### config.mk
export PLATFORM = sky130hd
export DESIGN_NAME = an_decoder_seq
export DESIGN_NICKNAME = d
export VERILOG_FILES = /design/src/rtl/an_dec_pkg.sv /design/src/rtl/an_syndrome_lut.sv /design/src/rtl/an_decoder_seq.sv
export SDC_FILE = /design/constraint.sdc
export NUM_CORES = 1
export LEC_CHECK = 0
export CAP_MARGIN = 5
export CORE_AREA = 5 5 77 79
export CTS_BUF_LIST = sky130_fd_sc_hd__clkbuf_4
export DETAILED_ROUTE_END_ITERATION = 12
export DIE_AREA = 0 0 82 84
export GPL_ROUTABILITY_DRIVEN = 0
export PLACE_DENSITY = 0.81
export REMOVE_ABC_BUFFERS = 1
export SLEW_MARGIN = 20
export SYNTH_ARGS = -nofsm -noshare
export SYNTH_HDL_FRONTEND = slang
export SYNTH_SLANG_ARGS = --single-unit
### constraint.sdc
create_clock -name clk -period 1.65 [get_ports clk]
set_input_delay 0.33 -clock clk [delete_from_list [all_inputs] [get_ports clk]]
set_output_delay 0.33 -clock clk [all_outputs]
set_load 0.02 [all_outputs]
### src/rtl/an_dec_pkg.sv
// an_dec_pkg: shared state encoding and elaboration-time helpers for the AN decoder
package an_dec_pkg;
  typedef enum logic [2:0] {IDLE, RESID, CORR, DIV, DONE} state_t;
  function automatic int res_w(input int a);
    return $clog2(a);
  endfunction
  function automatic int pow2_mod(input int i, input int a);
    int p;
    p = 1 % a;
    for (int k = 0; k < i; k++) p = (2 * p) % a;
    return p;
  endfunction
endpackage

### src/rtl/an_syndrome_lut.sv
// an_syndrome_lut: maps a nonzero residue to the single 0->1 bit that explains it
import an_dec_pkg::*;
module an_syndrome_lut #(
  parameter int A = 13,
  parameter int AN_W = 12
) (
  input  logic [res_w(A)-1:0] residue,
  input  logic [AN_W-1:0]     data,
  output logic [AN_W-1:0]     err_bit,
  output logic                hit,
  output logic                ambiguous
);
  localparam int RW = res_w(A);
  logic [AN_W-1:0] match;
  for (genvar i = 0; i < AN_W; i++) begin : g_m
    assign match[i] = (residue != '0) && (residue == RW'(pow2_mod(i, A)));
  end
  assign ambiguous = (match & (match - 1'b1)) != '0;
  assign hit = !ambiguous && ((match & data) != '0);
  assign err_bit = hit ? match : '0;
endmodule

### src/rtl/an_decoder_seq.sv
// an_decoder_seq: multi-cycle AN-code decoder with single 0->1 correction; ANDEC_ERR_CNT_EN adds error counters
import an_dec_pkg::*;
module an_decoder_seq #(
  parameter int A = 13,
  parameter int AN_W = 12,
  parameter int N_W = 8,
  parameter int CNT_W = 16
) (
  input  logic            clk,
  input  logic            rst,
  input  logic            in_valid,
  output logic            in_ready,
  input  logic [AN_W-1:0] in_an,
  output logic            out_valid,
  input  logic            out_ready,
  output logic [N_W-1:0]  out_n,
  output logic            out_corrected,
  output logic            out_uncorr
`ifdef ANDEC_ERR_CNT_EN
  ,
  input  logic             cnt_clr,
  output logic [CNT_W-1:0] cnt_corr,
  output logic [CNT_W-1:0] cnt_uncorr
`endif
);
  localparam int RW = res_w(A);
  localparam int CW = $clog2(AN_W + 1);
  localparam logic [RW:0] AV = (RW + 1)'(A);
  localparam logic [CW-1:0] LAST_R = CW'(AN_W - 1);
  localparam logic [CW-1:0] LAST_D = CW'(AN_W);
  state_t state, nxt;
  logic [CW-1:0] cnt;
  logic [AN_W-1:0] an, sh, q, err_bit;
  logic [RW-1:0] r, r_nx;
  logic [RW:0] t;
  logic ge, step, hit, amb, corr, unc;
  an_syndrome_lut #(.A(A), .AN_W(AN_W)) u_lut (
    .residue(r), .data(an), .err_bit(err_bit), .hit(hit), .ambiguous(amb)
  );
  assign in_ready = state == IDLE;
  assign out_valid = state == DONE;
  // Residue and restoring division share one shift-and-conditionally-subtract step
  assign t = {r, sh[AN_W-1]};
  assign ge = t >= AV;
  assign r_nx = RW'(ge ? t - AV : t);
  assign step = (state == RESID) || (state == DIV && cnt != LAST_D);
  always_comb begin
    nxt = state;
    case (state)
      IDLE:    nxt = in_valid ? RESID : IDLE;
      RESID:   nxt = cnt == LAST_R ? CORR : RESID;
      CORR:    nxt = DIV;
      DIV:     nxt = cnt == LAST_D ? DONE : DIV;
      DONE:    nxt = out_ready ? IDLE : DONE;
      default: nxt = IDLE;
    endcase
  end
  // The extra DIV cycle at cnt==AN_W registers the result and range check
  always_ff @(posedge clk) begin
    if (rst) begin
      state <= IDLE;
      cnt <= '0;
      out_n <= '0;
      out_corrected <= 1'b0;
      out_uncorr <= 1'b0;
    end else begin
      state <= nxt;
      cnt <= (nxt != state) ? '0 : cnt + 1'b1;
      if (state == DIV && cnt == LAST_D) begin
        out_n <= q[N_W-1:0];
        out_corrected <= corr;
        out_uncorr <= unc || (q[AN_W-1:N_W] != '0);
      end else if (state == DONE && out_ready) begin
        out_corrected <= 1'b0;
        out_uncorr <= 1'b0;
      end
    end
  end
  always_ff @(posedge clk) begin
    if (state == IDLE && in_valid) begin
      an <= in_an;
      sh <= in_an;
      r <= '0;
    end else if (state == CORR) begin
      sh <= an & ~err_bit;
      r <= '0;
      corr <= hit;
      unc <= amb || (r != '0 && !hit);
    end else if (step) begin
      sh <= sh << 1;
      r <= r_nx;
      q <= {q[AN_W-2:0], ge};
    end
  end
`ifdef ANDEC_ERR_CNT_EN
  logic hs;
  assign hs = out_valid && out_ready;
  always_ff @(posedge clk) begin
    if (rst || cnt_clr) begin
      cnt_corr <= '0;
      cnt_uncorr <= '0;
    end else begin
      if (hs && out_corrected && !(&cnt_corr)) cnt_corr <= cnt_corr + 1'b1;
      if (hs && out_uncorr && !(&cnt_uncorr)) cnt_uncorr <= cnt_uncorr + 1'b1;
    end
  end
`endif
endmodule
# == Word-level counts from Yosys, hierarchy flattened ==
# Index checks and enable logic that the tools add are counted.
# classes
n_reduce_logical,34
n_mux,13
addsub,3
magnitude_cmp,1
bitwise_logic,6
n_eq_ne,20
# op_table
op,count
two-way mux 12 bit,4
bitwise AND 12 bit,3
"equality test 4 bit, second input constant",7
nonzero test 12 bit,2
logical AND 1 bit,18
"equality test 4 x 3 -> 1 bit, second input constant",4
case mux 3 bit (5 select lines),1
inverter 12 bit,1
"subtractor 12 x 1 -> 12 bit, second input constant",1
"equality test 4 x 2 -> 1 bit, second input constant",2
nonzero test 4 bit,2
"equality test 3 x 2 -> 1 bit, second input constant",2
two-way mux 3 bit,2
"greater-or-equal comparator 5 x 4 -> 1 bit, second input constant",1
"adder 4 x 1 -> 4 bit, second input constant",1
"equality test 4 x 1 -> 1 bit, second input constant",1
two-way mux 1 bit,4
two-way mux 4 bit,1
"inequality test 4 bit, second input constant",1
OR reduction 2 bit,2
"subtractor 4 bit, second input constant",1
"equality test 3 x 1 -> 1 bit, second input constant",1
"equality test 3 bit, second input constant",1
logical NOT 3 bit,1
9 further kinds,13
# totals
inputBits,16
reg_bits,59

# == Depth between registers and ports, before layout ==
# Gate-level depths: netlist of the first run.
# depth
word_depth,12
ltp_mapped,7

# == Cells and area by module ==
# Synthesis of the first run repeated with hierarchy kept, for this count alone.
# hier_totals
hier_cells,245
area_unflattened_um2,2788.9
# by_module_without_submodules
module,seq_area_each_um2,cells_each,n_inst,area_each_um2
an_decoder_seq,1561.5,205,1,2518.7
an_syndrome_lut,0.0,40,1,270.3

# == Worst setup path before layout of the first run ==
# Ideal clock, no wire load.
# synth_timing
path_type,register to register
startpoint,reg state[0]
endpoint,reg sh[0] (enable)
path_stages_with_launch,6
setup_ps,350
period_less_slack_ps,1762
arrival_ps,1411
setup_slack_ps,-112
cell_sequence,dfxtp_1 -> buf_4 -> nor4b_4 -> nor2_2 -> clkbuf_1 -> nand2_1
# synth_via
elab_chain_cells,4
# synth_rtl
element,line_no,text
"start, declared",an_decoder_seq.sv:31,"state_t state, nxt;"
"start signal, assigned",an_decoder_seq.sv:67,state <= nxt;
equality test 3 x 2 -> 1 bit,an_decoder_seq.sv:46,assign step = (state == RESID) || (state == DIV && cnt != LAST_D);
logical AND 1 bit,an_decoder_seq.sv:46,
logical OR 1 bit,an_decoder_seq.sv:46,
nonzero test 3 bit (no line) *,-,
"end signal, assigned",an_decoder_seq.sv:82,sh <= in_an;
"end signal, assigned",an_decoder_seq.sv:85,sh <= an & ~err_bit;
"end signal, assigned",an_decoder_seq.sv:90,sh <= sh << 1;
"end, declared",an_decoder_seq.sv:33,"logic [AN_W-1:0] an, sh, q, err_bit;"
# Mark *: on every way between the ends. The rest lies on a longest branch, timed or not.
# A chain may end at the register's enable or synchronous reset.

# == Worst setup path in the final report of the first run ==
# layout_timing
startpoint,reg r[0]
endpoint,reg corr (data pin)
# layout_via
elab_chain_cells,7
# layout_rtl
element,line_no,text
"start, declared",an_decoder_seq.sv:34,"logic [RW-1:0] r, r_nx;"
"start signal, assigned",an_decoder_seq.sv:91,r <= r_nx;
equality test 4 x 1 -> 1 bit (tied with other cells),an_syndrome_lut.sv:16,"assign match[i] = (residue != '0) && (residue == RW'(pow2_mod(i, A)));"
logical AND 1 bit,an_syndrome_lut.sv:16,
subtractor 12 x 1 -> 12 bit,an_syndrome_lut.sv:18,assign ambiguous = (match & (match - 1'b1)) != '0;
bitwise AND 12 bit,an_syndrome_lut.sv:18,
nonzero test 12 bit,an_syndrome_lut.sv:18,
logical NOT 1 bit,an_syndrome_lut.sv:19,assign hit = !ambiguous && ((match & data) != '0);
logical AND 1 bit *,an_syndrome_lut.sv:19,
via hit,an_decoder_seq.sv:36,"logic ge, step, hit, amb, corr, unc;"
"end signal, assigned",an_decoder_seq.sv:87,corr <= hit;
"end, declared",an_decoder_seq.sv:36,
# The timed path passes the listed nets; every way through them passes the cells marked *.

==> results of run 1 <==
## sequential cells by signal (all words and copies together), names as in the netlist
register       count
an                12
cnt                4
r                  4
out_n              8
corr               1
out_corrected      1
sh                12
unc                1
state              3
out_uncorr         1
q                 12
## cell families after synthesis
| group | after synthesis | synth area share, % |
|---|---|---|
| buf+inv | 22 | 3.80 |
| xor+xnor | 2 | 0.658 |
| simple gates | 98 | 18.7 |
| mux | 4 | 1.55 |
| flops | 59 | 58.6 |
| compound gates | 54 | 14.7 |
| fa+ha+maj | 4 | 1.88 |
## what timing repair did
action	4_1_cts	5_1_grt
pin swaps	0	1
gates resized for setup	21	15
cloned	0	0
setup endpoints to repair	14	19
## power groups by stage
| stage | Sequential, uW | Combinational (uW) | Clock (uW) |
|---|---|---|---|
| finish | 1800 | 554 | 867 |
| CTS | 1790 | 541 | 877 |
| global route | 1810 | 602 | 947 |
| global placement | 1820 | 524 | 0 |
| floorplan | 1820 | 276 | 0 |
| detailed placement | 1820 | 538 | 0 |
## Yosys cell counts, types with 3 or more instances
cell       n
a21oi_1   18
a31oi_1    3
a32o_1     3
a32oi_1   10
buf_2      3
clkbuf_1   7
dfxtp_1   21
edfxtp_1  38
ha_1       4
inv_1      6
mux2i_1    3
nand2_1   51
nand2b_1   8
nand3_1    8
nor2_1     9
nor2b_1    6
## layout by cell type (no fill, tap or decap), types with 2 or more instances in the layout
cell	Yosys	routed
nand2_1	51	51
edfxtp_1	38	38
buf_4	2	26
a21oi_1	18	18
clkdlybuf4s50_1	0	15
dfxtp_1	21	14
a32oi_1	10	10
dlygate4sd2_1	0	10
clkbuf_4	0	9
nand3_1	8	8
nand2b_1	8	8
nor2_1	9	8
inv_1	6	6
nor2b_1	6	6
dfxtp_2	0	6
ha_1	4	4
clkinv_2	0	4
a31oi_1	3	3
a32o_1	3	3
mux2i_1	3	3
nor2_2	1	2
inv_2	2	2
or3b_1	2	2
nand3b_1	2	2
o21ai_1	2	2
o21bai_1	2	2
xnor2_1	2	2
a31o_1	2	2
clkinv_4	0	2
buf_2	3	2
buf_6	1	2
## per-layer routing
metal | track usage [%] | vias to the layer above | part of all wire (%)
li1 | - | 1007 | -
met3 | 3.89 | 15 | 5.2
met4 | 8.91 | 0 | 2.6
met1 | 22.9 | 981 | 43
met5 | 0 | - | 0
met2 | 29.2 | 65 | 49
## worst paths after layout
check	start	endpoint	slack, ns	cells past startpoint
setup / recovery	r[0]	corr	0.01	4
hold / removal	cnt[0]	cnt[0]	0.44	1
setup reg to reg	r[0]	corr	0.01	4
hold reg to reg	cnt[0]	cnt[0]	0.44	1
## per-stage QoR
step | std cells | util, %
finish | 373 | 63.0
global route | 373 | 63.0
CTS | 373 | 62.3
detailed placement | 357 | 60.4
global placement | 357 | 60.4
floorplan | 229 | -
## area by class of cell
type	instances	area share (%)
flip-flops and latches	59	47.4
clock buffers	9	2.03
repair buffers	56	14.6
well taps	72	2.71
inverters	8	0.904
clock inverters	7	1.36
multi-input cells	162	31.0
## worst max-delay path: cells and delay by family (launching register included)
kind                   cells  cell delay [ns]
AO/OA/AOI/OAI              3             0.80
buffers and inverters      1             0.18
flip-flops                 1             0.40
==> flow_metrics.env, run 1 <==
export IMPL_status="completed"
export IMPL_grt_overflow_total=0
export IMPL_p_switching_uw=949
export IMPL_drt_wl_total_mm=6.05
export IMPL_cts_hold_buf=0
export IMPL_die_w_um=82
export IMPL_first_global_vias=2026
export IMPL_cts_setup_buffers=0
export IMPL_htree_levels=3
export IMPL_dp_hpwl_mm=4.29
export IMPL_switching_share_pct=29.5
export IMPL_clk_pin_slew_ns=0.11
export IMPL_synth_edf_count=38
export IMPL_boundaryPins=28
export IMPL_final_setup_viol_count=0
export IMPL_slew_viol_final=0
export IMPL_cp_slowest_stage_delay_ns=0.46
export IMPL_cts_buffers_inserted=9
export IMPL_crit_path_cell_trace="buf_4 > a32o_1 > a2111oi_2 > o21ai_1"
export IMPL_via_per_inst=5.54
export IMPL_power_total_uw=3220
export IMPL_n_fill_cell=448
export IMPL_cp_max_fo=10
export IMPL_slew_headroom_pct=73.5
export IMPL_track_usage_pct=18.2
export IMPL_syn_area_mm2=0.00266
export IMPL_hold_ws_ns=0.445
export IMPL_period_minus_slack_ns=1.64
export IMPL_final_hold_viol_count=0
export IMPL_cts_root_buffer="clkbuf_4"
export IMPL_drc_errors=0
export IMPL_clkPwrFrac_pct=27.0
export IMPL_p_int_uw=2270
export IMPL_initial_core_util_pct=50.5
export IMPL_critPathRequiredTime_ns=1.79
export IMPL_fin_skew_ns=0.0177
export IMPL_regArea_mm2=0.00157
export IMPL_via_count=2068
export IMPL_yosys_top_cells_area="edfxtp_1 (43%), dfxtp_1 (16%), nand2_1 (7.2%), a21oi_1 (3.4%), a32oi_1 (3.3%)"
export IMPL_drt_pass1_iterations=4
export IMPL_maxCapViolations=0
export IMPL_ys_seq_elements=59
export IMPL_multiInputGateArea_mm2=0.00103
export IMPL_finalCritPeriodShare_pct=99.1
export IMPL_postLayoutCellArea_mm2=0.00332
export IMPL_slowest_stage="a2111oi_2"
export IMPL_clock_sinks=59
export IMPL_startpoint_type="flop"
export IMPL_finalSetupTns_ns=0
export IMPL_worstSetupPathType="reg -> reg"
export IMPL_drive_above_1_share_pct=21.9
export IMPL_place_ws_ns=-0.140
export IMPL_clkLatencyLatePin_ns=0.41
export IMPL_comb_power_share_pct=17.2
export IMPL_dieArea_mm2=0.00689
export IMPL_clock_fmax_ghz=0.611
export IMPL_yosysTopAreaCell="edfxtp_1"
export IMPL_drt_initial_drc_count=128
export IMPL_ant_nets=0
export IMPL_wl_per_cell_um=16.2
export IMPL_synth_async_reset_ratio_pct=0
export IMPL_netlist_instances=243
export IMPL_pwr_share_seq_pct=55.8
export IMPL_p_leak_uw=0.00125
export IMPL_grt_max_degree=24
export IMPL_rows=27
export IMPL_avgSynthCellArea_um2=11.0
export IMPL_io_buffers=27
export IMPL_ir_drop_mv=0.561
export IMPL_critical_path_arrival_ns=1.78
export IMPL_yosys_warnings=0
export IMPL_nets=316
export IMPL_seq_area_frac_synth_pct=58.6
export IMPL_powerDensity_mw_per_mm2=969
export IMPL_grt_pass1_wl_mm=9.52
export IMPL_min_path_type="reg -> reg"
export IMPL_cts_tree="yes"
export IMPL_core_area_mm2=0.00527
export IMPL_synth_main_ff_cell="edfxtp_1"
export IMPL_setup_slack_ns=0.0146
export IMPL_antenna_cells=0
export IMPL_max_slew_worst_pin_slew_ns=0.397
export IMPL_cts_buffer_depth=2
export IMPL_synth_cell_type_count=50
export IMPL_place_area_mm2=0.00318
export IMPL_chipHeight_um=84
export IMPL_end_kind="flop"
export IMPL_synth_top_area_share_pct=42.8
export IMPL_syn2layout_area_growth_pct=24.7
export IMPL_antenna_found_initial=0
Power figures use the tool's default switching activity.
==> run 2, diff against run 1 <==
ABC_CLOCK_PERIOD_IN_PS = 1650   (was not set)
CORE_AREA = 5 5 91 68   (was 5 5 77 79)
DIE_AREA = 0 0 96 73   (was 0 0 82 84)
==> flow_metrics.env, run 2 (synthesis gave the netlist of run 1 again) <==
export IMPL_io_buffers=27
export IMPL_clkLatencyLatePin_ns=0.41
export IMPL_dieArea_mm2=0.00701
export IMPL_dp_hpwl_mm=4.43
export IMPL_cts_buffer_depth=2
export IMPL_ir_drop_mv=0.604
export IMPL_clock_fmax_ghz=0.616
export IMPL_htree_levels=3
export IMPL_critical_path_arrival_ns=1.93
export IMPL_final_common_cell="nand2_1"
export IMPL_setup_slack_ns=0.0263
export IMPL_p_leak_uw=0.00129
export IMPL_largestRegisters="an: 12 flops, q: 12 flops, sh: 12 flops"
export IMPL_wl_per_cell_um=16.0
export IMPL_cp_max_fo=9
export IMPL_track_usage_pct=18.5
export IMPL_via_count=2113
export IMPL_critPathRequiredTime_ns=1.96
export IMPL_drt_pass1_iterations=4
export IMPL_nets=321
export IMPL_place_ws_ns=-0.173
export IMPL_ant_nets=0
export IMPL_worstSetupPathType="reg -> reg"
export IMPL_grt_overflow_total=0
export IMPL_rows=23
export IMPL_post_route_util_pct=63.7
export IMPL_cts_buffers_inserted=9
export IMPL_hold_ws_ns=0.442
export IMPL_clock_sinks=59
export IMPL_fin_skew_ns=0.0138
export IMPL_final_setup_viol_count=0
export IMPL_final_hold_viol_count=0
export IMPL_maxCapViolations=0
export IMPL_slew_headroom_pct=68.6
export IMPL_end_kind="flop"
export IMPL_syn2layout_area_growth_pct=27.9
export IMPL_cts_tree="yes"
export IMPL_antenna_cells=0
export IMPL_max_slew_worst_pin_slew_ns=0.470
export IMPL_drc_errors=0
export IMPL_postLayoutCellArea_mm2=0.00341
export IMPL_final_cell_mix="nand2_1 (51), edfxtp_1 (38), buf_4 (29)"
export IMPL_die_w_um=96
export IMPL_finalSetupTns_ns=0
export IMPL_cts_root_buffer="clkbuf_4"
export IMPL_grt_max_degree=20
export IMPL_clk_pin_slew_ns=0.11
export IMPL_place_area_mm2=0.00325
export IMPL_first_global_vias=2051
export IMPL_min_path_type="reg -> reg"
export IMPL_core_area_mm2=0.00535
export IMPL_initial_core_util_pct=49.8
export IMPL_antenna_found_initial=0
export IMPL_via_per_inst=5.55
export IMPL_startpoint_type="flop"
export IMPL_finalCritPeriodShare_pct=98.4
export IMPL_status="completed"
export IMPL_period_minus_slack_ns=1.62
export IMPL_chipHeight_um=73
export IMPL_boundaryPins=28
export IMPL_powerDensity_mw_per_mm2=997
export IMPL_slew_viol_final=0
export IMPL_rsz0062_at_grt="true"
export IMPL_drt_wl_total_mm=6.08
export IMPL_drt_initial_drc_count=231
export IMPL_grt_pass1_wl_mm=9.84
export IMPL_drive_above_1_share_pct=21.9
## run 2: cell types whose count changed in the layout (fill, tap and decap cells not counted), sizes merged
cell,previous run,this run
clkinv,6,4
bufinv,0,1
buf,31,36
inv,8,9
## run 2: per-stage QoR
step,std cells,power [uW]
6_report,381,3400
5_1_grt,381,3550
4_1_cts,380,3400
3_5_place_dp,364,2380
3_3_place_gp,364,2360
2_1_floorplan,229,2090
## run 2: final cells by class
| type | count | area (um^2) |
|---|---|---|
| fillers | 423 | 1950 |
| inverters | 8 | 32.5 |
| clock buffers | 9 | 67.6 |
| repair buffers | 61 | 557 |
| flip-flops and latches | 59 | 1570 |
| well taps | 75 | 93.8 |
| clock inverters | 7 | 67.6 |
| multi-input cells | 162 | 1020 |
## run 2: power breakdown
part	internal (uW)	total, uW	leakage [uW]	switching (uW)
Clock	457	1020	0.0000760	567
Combinational	283	581	0.000670	298
Sequential	1710	1790	0.000539	85.6
## run 2: worst max-delay path, stage by stage (launching register included)
cell     delay, ns
dfxtp_1       0.40
buf_4         0.19
nor4b_4       0.34
nor2_4        0.12
mux2_2        0.28
a32o_1        0.19
## run 2: timing repair
item | in CTS | in global routing
resized for setup | 23 | 6
hold buffers | 0 | 0
setup buffers | 0 | 1
endpoints found under the setup margin | 13 | 29
pin swaps | 1 | 0
## run 2: path summary, 6_finish.rpt
check / cells past startpoint / from / slack, ns / end
hold reg to reg: 1 / cnt[0] / 0.44 / cnt[0]
setup reg to reg: 5 / state[0] / 0.03 / r[3]
setup / recovery: 5 / state[0] / 0.03 / r[3]
hold / removal: 1 / cnt[0] / 0.44 / cnt[0]
## run 2: per-layer routing
layer	global-route usage (%)	share of wire [%]	wire, um	vias to the layer above
li1	-	-	-	1017
met1	26.2	46	2790	1021
met2	27.4	47	2840	71
met3	5.05	6.6	403	4
met4	6.47	0.64	39	0
met5	0	0	0	-
==> run 3, diff against run 2 <==
CORE_AREA = 5 5 114 84   (was 5 5 91 68)
DIE_AREA = 0 0 119 89   (was 0 0 96 73)
PLACE_DENSITY = 0.56   (was 0.81)
==> flow_metrics.env, run 3 (synthesis gave the netlist of run 1 again) <==
export IMPL_status="completed"
export IMPL_r2r_slack_ns=0.08
export IMPL_final_cell_mix="nand2_1 (51), buf_4 (42), edfxtp_1 (38)"
export IMPL_end_kind="output port"
export IMPL_cp_slowest_stage_delay_ns=0.33
export IMPL_powerDensity_mw_per_mm2=1010
export IMPL_finalCritPeriodShare_pct=97.0
export IMPL_cts_buffers_inserted=9
export IMPL_regArea_mm2=0.00157
export IMPL_p_leak_uw=0.00134
export IMPL_setup_slack_ns=0.0499
export IMPL_initial_core_util_pct=32.2
export IMPL_critPathRequiredTime_ns=1.32
export IMPL_first_global_vias=2053
export IMPL_dp_hpwl_mm=4.66
export IMPL_final_setup_viol_count=0
export IMPL_multiInputGateArea_mm2=0.00105
export IMPL_period_minus_slack_ns=1.60
export IMPL_grt_overflow_total=0
export IMPL_final_common_cell="nand2_1"
export IMPL_cts_hold_buf=0
export IMPL_ant_nets=0
export IMPL_post_route_util_pct=42.9
export IMPL_crit_path_cell_trace="buf_4 > nor3_1 > buf_2"
export IMPL_maxCapViolations=0
export IMPL_drive_above_1_share_pct=26.6
export IMPL_n_fill_cell=787
export IMPL_boundaryPins=28
export IMPL_min_path_type="reg -> reg"
export IMPL_worstSetupPathType="reg -> out"
export IMPL_slowest_stage="dfxtp_1"
export IMPL_slew_headroom_pct=69.3
export IMPL_cp_max_fo=4
export IMPL_drt_wl_total_mm=6.47
export IMPL_startpoint_type="flop"
export IMPL_grt_max_degree=18
export IMPL_clkLatencyLatePin_ns=0.40
export IMPL_clock_fmax_ghz=0.625
export IMPL_track_usage_pct=12.7
export IMPL_io_buffers=27
export IMPL_final_hold_viol_count=0
export IMPL_drt_initial_drc_count=117
export IMPL_syn2layout_area_growth_pct=33.1
export IMPL_core_area_mm2=0.00827
export IMPL_chipHeight_um=89
export IMPL_cts_tree="yes"
export IMPL_rsz0062_at_grt="true"
export IMPL_clock_sinks=59
export IMPL_place_ws_ns=-0.138
export IMPL_ir_drop_mv=0.379
export IMPL_cts_buffer_depth=2
export IMPL_dieArea_mm2=0.0106
export IMPL_max_slew_worst_pin_slew_ns=0.449
export IMPL_die_w_um=119
export IMPL_htree_levels=3
export IMPL_cts_root_buffer="clkbuf_4"
export IMPL_slew_viol_final=0
export IMPL_critical_path_arrival_ns=1.27
export IMPL_drc_errors=0
export IMPL_drt_pass1_iterations=4
export IMPL_antenna_cells=0
export IMPL_wl_per_cell_um=15.4
export IMPL_largestRegisters="an: 12 flops, q: 12 flops, sh: 12 flops"
export IMPL_via_per_inst=5.06
export IMPL_nets=331
export IMPL_antenna_found_initial=0
export IMPL_grt_pass1_wl_mm=10.4
export IMPL_via_count=2131
export IMPL_fin_skew_ns=0.0143
export IMPL_rows=28
export IMPL_clk_pin_slew_ns=0.11
[run 3: changes by cell type in the layout (fill, tap and decap cells not counted), sizes merged]
cell    delta
buf       +10
clkbuf     +1
bufinv     +1
clkinv     -1
inv        -1
[run 3: final cells by class]
class	instances	area share (%)
flip-flops and latches	59	44.3
multi-input cells	162	29.7
repair buffers	71	16.8
well taps	105	3.71
clock inverters	6	2.54
clock buffers	10	2.12
inverters	8	0.847
[run 3: power by group]
group | total, uW | switching, uW | leakage [uW] | internal [uW]
registers | 1790 | 82.9 | 0.000541 | 1710
logic | 606 | 312 | 0.000717 | 294
clock network | 1200 | 564 | 0.0000866 | 634
[run 3: metal layers]
metal	global-route usage, %	wire (um)	vias to the layer above	share of wire, %
met4	3.79	46	0	0.71
li1	-	-	1037	-
met2	17.9	2810	50	43
met1	18.2	3220	1039	50
met3	4.62	398	5	6.2
met5	0	0	-	0
[run 3: critical path, delay by kind of cell, from the launching register on]
| kind | cells | cell delay [ns] |
|---|---|---|
| and+or+nand+nor | 1 | 0.20 |
| DFF | 1 | 0.33 |
| buffers and inverters | 2 | 0.35 |
[run 3: what timing repair did]
action                     CTS  global route
resized for setup           24            14
pin swaps                    0             3
setup endpoints to repair   19            17
buffers inserted             0             2
[run 3: worst paths after layout]
kind,from,endpoint,cells past startpoint
worst min register to register,q[10],q[11],0
worst max register to register,an[3],corr,4
worst max-delay path,state[2],in_ready,3
worst min-delay path,q[10],q[11],0
[run 3: metrics by stage]
step	total power, uW	instance area, um^2	TNS [ns]	hold WS, ns	cells
finish	3600	3550	0	0.444	421
global route	3770	3550	-0.0309	0.467	421
CTS	3610	3470	0	0.442	419
detailed placement	2400	3320	-3.98	0.429	403
global placement	2400	3320	-2.72	0.422	403
floorplan	2090	2590	-13.38	0.399	229
